**config.mk**
```make
export PLATFORM = sky130hd
export DESIGN_NAME = welcome_fb_ctrl
export DESIGN_NICKNAME = d
export VERILOG_FILES = /design/src/rtl/fb_pkg.sv /design/src/rtl/fb_addr_calc.sv /design/src/rtl/welcome_fb_ctrl.sv
export SDC_FILE = /design/constraint.sdc
export NUM_CORES = 1
export LEC_CHECK = 0
export CAP_MARGIN = 20
export CORE_UTILIZATION = 40
export CTS_BUF_LIST = sky130_fd_sc_hd__clkbuf_8
export CTS_CLUSTER_DIAMETER = 200
export DETAILED_ROUTE_END_ITERATION = 8
export DONT_BUFFER_PORTS = 1
export GPL_TIMING_DRIVEN = 0
export PLACE_DENSITY_LB_ADDON = 0.05
export SLEW_MARGIN = 20
export SYNTH_ARGS = -nofsm -noshare
export SYNTH_HDL_FRONTEND = slang
export SYNTH_HIERARCHICAL = 1
export SYNTH_SLANG_ARGS = --single-unit
```
**constraint.sdc**
```tcl
create_clock -name Clk -period 2.5 [get_ports Clk]
set_input_delay 0.5 -clock Clk [delete_from_list [all_inputs] [get_ports Clk]]
set_output_delay 0.5 -clock Clk [all_outputs]
set_load 0.005 [all_outputs]
```
**src/rtl/fb_pkg.sv**
```systemverilog
// Shared constants, types and address helper for the welcome-screen framebuffer.
// The 640-wide row stride is folded into shifts so no multiplier is inferred.
package fb_pkg;
    localparam int H_RES    = 640;
    localparam int V_RES    = 480;
    localparam int FB_DEPTH = H_RES * V_RES;
    localparam int ADDR_W   = 19;

    typedef logic [ADDR_W-1:0] fb_addr_t;

    typedef enum logic {
        IDLE  = 1'b0,
        CLEAR = 1'b1
    } fb_state_t;

    // y*640 + x as (y<<9) + (y<<7) + x; never wraps for in-range coordinates
    function automatic fb_addr_t xy_to_addr(input logic [9:0] x, input logic [9:0] y);
        fb_addr_t y_ext;
        y_ext = fb_addr_t'(y);
        return (y_ext << 9) + (y_ext << 7) + fb_addr_t'(x);
    endfunction
endpackage

```
**src/rtl/fb_addr_calc.sv**
```systemverilog
// Combinational (x, y) -> linear framebuffer address plus in-range flag.
// Zero latency; no flow control.
module fb_addr_calc
    import fb_pkg::*;
#(
    parameter int H_MAX = 640,
    parameter int V_MAX = 480
) (
    input  logic [9:0] i_x,
    input  logic [9:0] i_y,
    output fb_addr_t   o_addr,
    output logic       o_in_range
);
    localparam logic [9:0] H_LIM = 10'(H_MAX);
    localparam logic [9:0] V_LIM = 10'(V_MAX);

    assign o_addr     = xy_to_addr(i_x, i_y);
    assign o_in_range = (i_x < H_LIM) && (i_y < V_LIM);
endmodule

```
**src/rtl/welcome_fb_ctrl.sv**
```systemverilog
// Owns the framebuffer write port (clear sweep vs. pixel stream) and the read port; writes land 1 cycle after accept, pixel_on 2 cycles after DrawX/DrawY.
// pix_ready drops for the whole clear sweep and in any cycle a clear is requested.
module welcome_fb_ctrl #(
    parameter int H_RES  = 640,
    parameter int V_RES  = 480,
    parameter int ADDR_W = 19
) (
    input  logic              Clk,
    input  logic              Reset,
    input  logic [9:0]        DrawX,
    input  logic [9:0]        DrawY,
    input  logic              clear_req,
    input  logic              clear_val,
    output logic              clear_busy,
    output logic              clear_done,
    input  logic              pix_valid,
    output logic              pix_ready,
    input  logic [9:0]        pix_x,
    input  logic [9:0]        pix_y,
    input  logic              pix_data,
    output logic              ram_we,
    output logic [ADDR_W-1:0] ram_write_address,
    output logic              ram_data_In,
    output logic [ADDR_W-1:0] ram_read_address,
    input  logic              ram_data_Out,
    output logic              pixel_on,
    output logic [7:0]        drop_count
);
    import fb_pkg::*;

    localparam fb_addr_t SWEEP_LAST = fb_addr_t'(H_RES * V_RES - 1);

    fb_state_t  r_state;
    logic       r_clear_val;
    fb_addr_t   r_sweep;
    logic       r_we;
    fb_addr_t   r_waddr;
    logic       r_wdat;
    logic       r_busy;
    logic       r_done;
    logic [7:0] r_drop;
    fb_addr_t   r_raddr;
    logic       r_blank;
    logic       r_blank_d;

    fb_addr_t   w_pix_addr;
    logic       w_pix_in_range;
    fb_addr_t   w_rd_addr;
    logic       w_rd_in_range;
    logic       w_pix_ready;
    logic       w_accept;

    fb_addr_calc #(
        .H_MAX (H_RES),
        .V_MAX (V_RES)
    ) u_pix_calc (
        .i_x        (pix_x),
        .i_y        (pix_y),
        .o_addr     (w_pix_addr),
        .o_in_range (w_pix_in_range)
    );

    fb_addr_calc #(
        .H_MAX (H_RES),
        .V_MAX (V_RES)
    ) u_rd_calc (
        .i_x        (DrawX),
        .i_y        (DrawY),
        .o_addr     (w_rd_addr),
        .o_in_range (w_rd_in_range)
    );

    // A same-cycle clear request wins over a pending pixel
    assign w_pix_ready = (r_state == IDLE) && !clear_req && !Reset;
    assign w_accept    = pix_valid && w_pix_ready;

    always_ff @(posedge Clk) begin
        if (Reset) begin
            r_state     <= IDLE;
            r_clear_val <= 1'b0;
            r_sweep     <= '0;
            r_we        <= 1'b0;
            r_waddr     <= '0;
            r_wdat      <= 1'b0;
            r_busy      <= 1'b0;
            r_done      <= 1'b0;
            r_drop      <= '0;
        end else begin
            r_we   <= 1'b0;
            r_done <= 1'b0;
            case (r_state)
                IDLE: begin
                    if (clear_req) begin
                        r_state     <= CLEAR;
                        r_clear_val <= clear_val;
                        r_sweep     <= '0;
                        r_we        <= 1'b1;
                        r_waddr     <= '0;
                        r_wdat      <= clear_val;
                        r_busy      <= 1'b1;
                    end else if (w_accept) begin
                        if (w_pix_in_range) begin
                            r_we    <= 1'b1;
                            r_waddr <= w_pix_addr;
                            r_wdat  <= pix_data;
                        end else if (r_drop != 8'hFF) begin
                            r_drop <= r_drop + 8'd1;
                        end
                    end
                end
                CLEAR: begin
                    // r_sweep is the address currently on the write port
                    if (r_sweep == SWEEP_LAST) begin
                        r_state <= IDLE;
                        r_busy  <= 1'b0;
                        r_done  <= 1'b1;
                    end else begin
                        r_sweep <= r_sweep + fb_addr_t'(1);
                        r_waddr <= r_sweep + fb_addr_t'(1);
                        r_wdat  <= r_clear_val;
                        r_we    <= 1'b1;
                    end
                end
            endcase
        end
    end

    // Blank flags reset high so pixel_on reads 0 regardless of RAM output
    always_ff @(posedge Clk) begin
        if (Reset) begin
            r_raddr   <= '0;
            r_blank   <= 1'b1;
            r_blank_d <= 1'b1;
        end else begin
            r_raddr   <= w_rd_in_range ? w_rd_addr : '0;
            r_blank   <= !w_rd_in_range;
            r_blank_d <= r_blank;
        end
    end

    assign pix_ready         = w_pix_ready;
    assign clear_busy        = r_busy;
    assign clear_done        = r_done;
    assign ram_we            = r_we;
    assign ram_write_address = r_waddr;
    assign ram_data_In       = r_wdat;
    assign ram_read_address  = r_raddr;
    assign drop_count        = r_drop;
    assign pixel_on          = ram_data_Out && !r_blank_d;
endmodule

```
==> summary.md <==
| Metric | Value |
|---|---|
| Crit path launch type | `primary input` |
| Synthesis-stage register bit count | `73` |
| Setup violators final | `0` |
| Die height | `between 100 and 150 microns` |
| VDD IR max | `0.000236 V` |
| Total grt overflow | `0` |
| CP max stage delay | `approximately 0.53 ns` |
| Seq/Total Area, Yosys | `between 30% and 40%` |
| Die X | `between 100 and 150 microns` |
| Setup TNS | `0 ns` |
| WS Path Type | `primary input to flop` |
| Async S/R FF share, synth | `0%` |
| Clk slew on worst S/H paths | `0.08 ns` |
| Core area | `around 0.011 sq mm` |
| Final Max Slew Viols | `0` |
| Worst min path class | `primary input to flop` |
| Largest net degree at the start of global routing | `13` |
| EDFF count, synth | `0` |
| Clk buf depth | `2` |
| Residual DRC | `0` |
| Maxcap violations | `0` |
| # hold bufs at CTS | `0` |
| PD cells | `556 mW/mm^2` |
| CP cell instances | `inv_8 -> fa_1 -> inv_2 -> fa_2 -> a21oi_2 -> o211ai_2 -> o41ai_2 -> xnor2_1 -> o21ai_1 -> a221oi_1` |
| Outcome | `finished clean` |
| Fin crit share | `between 90% and 100%` |
| Clock power share | `~33%` |
| Area growth, synth to finish | `8.42%` |
| FMAX | `about 0.42 GHz` |
| Part of the power in registers | `45.9%` |
| Worst-path maximum fanout | `3` |
| Slew @ Worst Pin | `0.602 ns` |
| P_sw | `just over 800 uW` |
| Clk_skew | `between 0.009 and 0.01 ns` |
| GRT Total Usage | `about a fifth` |
| Worst Path Required | `approximately 2.8 ns` |
| Most used DFF post-synth | `dfxtp_1` |
| Detail Route Antenna Nets | `0` |
| Root Driver | `clkbuf_8` |
| Routability cong. | `roughly 0.8` |
| Internal | `between 1.5 and 2 mW` |
| Logic pwr share | `20.8%` |
| Syn_nets | `between 600 and 700` |
| Initial DRC Count | `139` |
| Max-slew headroom | `59.3%` |
| DP HPWL | `approximately 8600 microns` |
| CP delay by family, top | `compound AO/OA/AOI/OAI gates` |
| Vias | `around 3,700` |
| Synth cell types | `59` |
| RSZ-0062 raised after global routing | `false` |
| CTS Buf Count | `9` |
| Arrival @ worst endpoint | `2.61 ns` |
| Clock sink total | `73` |
| Net Sw Frac | `29.8%` |
| Clk Latency, worst-skew pair | `approximately 0.35 ns` |
| H-tree levels | `3` |
| Rows | `38` |
| # IOs | `slightly below 100` |
| Wire length per cell | `between 15 and 20 microns` |
| Nets@finish | `roughly 600` |
| Mapped Cells | `514` |
| Cell area after synthesis | `0.00452 sq mm` |
| Crit path buf inv count | `2` |
| Fraction of layout cells with a size suffix above 1 | `between 10% and 20%` |
| YS warnings | `6` |
| Vias in the first global route | `approximately 3,600` |
| P_leak | `1.96 nW` |
| Port buffer count | `0` |
| Fin crit period | `~2.4 ns` |
| Die area | `around 0.012 sq mm` |
| Initial Util | `a little over 40%` |
| First drt pass iteration count | `4` |
| CP max-delay cell | `fa_1` |
| Post-layout util | `44.8%` |
| Tot Pwr | `2.72 mW` |
| Syn_area_per_cell | `just under 9 sq um` |
| Total Wirelength | `about 11,000 microns` |
| Antenna violations before repair | `1` |
| CTS tree | `done` |
| CP endpoint kind | `flop` |
| First-pass GRT wire length | `18,100 microns` |
| Final Hold Viols | `0` |
| Via/cell ratio | `~5.5` |
[cells in the mapped netlist (all sizes together) (16+ instances only)]
cell type | instances | area (sq um)
ha | 40 | 500
inv | 23 | 86.3
clkbuf | 16 | 60.1
nand2 | 41 | 161
xnor2 | 22 | 193
a21oi | 34 | 193
nand3 | 29 | 155
buf | 23 | 169
xor2 | 16 | 140
o21ai | 16 | 80.1
nor2 | 30 | 113
and2 | 20 | 125
dfxtp | 73 | 1460
[worst paths after layout]
path         cells past startpoint                    end        from  slack (ns)
max                             10  ram_write_address[16]    pix_y[2]        0.15
min                              2            r_clear_val   clear_val        0.31
max reg2reg                      6  ram_write_address[15]  r_sweep[0]        0.24
min reg2reg                      1              r_blank_d     r_blank        0.41
[logic make-up after synthesis]
group                    after synthesis  share of synthesized area, %
adder cells (fa/ha/maj)               44                          12.8
AO/OA/AOI/OAI                        113                          18.2
buffers and inverters                 63                          7.06
multiplexers                           3                         0.665
AND/OR/NAND/NOR                      180                          21.5
XOR/XNOR                              38                          7.37
flip-flops                            73                          32.3
[registers in the layout, summed over array words and instances (netlist names)]
signal / cells
r_sweep: 19
ram_data_In: 1
clear_done: 1
ram_read_address: 19
r_state: 1
r_blank: 1
r_blank_d: 1
drop_count: 8
clear_busy: 1
ram_we: 1
r_clear_val: 1
ram_write_address: 19
[metrics by stage]
step                hold WS, ns  instance area (sq um)  setup slack (ns)  instances
finish                    0.306                   4900             0.147        671
global route              0.306                   4900            0.0160        670
CTS                       0.289                   4890             0.144        670
detailed placement        0.400                   4700            -0.234        654
global placement          0.396                   4700            -0.251        654
floorplan                 0.389                   4530           -0.0570        514
[layout make-up]
cell class / instances / area, sq um
flip-flops and latches: 73 / 1460
inverters: 24 / 97.6
well taps: 140 / 175
clock buffers: 9 / 124
plain buffers: 39 / 229
multi-input cells: 378 / 2750
fillers: 1103 / 6040
diodes: 1 / 2.50
clock inverters: 7 / 62.6
[power groups by stage]
stage	Sequential [mW]	Clock [mW]	Combinational, mW
2_1_floorplan	1.27	0	0.446
3_3_place_gp	1.28	0	0.557
3_5_place_dp	1.28	0	0.564
4_1_cts	1.25	0.942	0.568
5_1_grt	1.26	0.980	0.635
6_report	1.25	0.907	0.566
[repair_timing]
| action | in CTS | in global routing |
|---|---|---|
| endpoints found under the setup margin | 0 | 1 |
| buffers inserted | 0 | 0 |
| resized for setup | 0 | 1 |
[layout by cell type, fill, tap and decap left out, types with 6 or more instances in the layout]
cell,count
xnor2_1,22
a22oi_1,11
dfxtp_1,73
nor2_1,30
clkbuf_1,16
nor3_1,13
xor2_1,16
nand3_1,27
a21oi_1,30
buf_4,14
and3_1,6
ha_1,40
o31ai_1,8
and2_1,20
o21ai_0,14
clkbuf_8,9
nand4_1,9
nand2_1,40
inv_1,22
buf_2,6
a31oi_1,9
[routing by layer]
metal | up-vias | track usage [%] | routed length (microns)
met2 | 96 | 33.3 | 5280
met5 | - | 0 | 0
met1 | 1721 | 25.6 | 5250
li1 | 1869 | - | -
met4 | 0 | 8.01 | 233
met3 | 13 | 4.52 | 597
No activity file was read; power rests on OpenSTA's default activity.
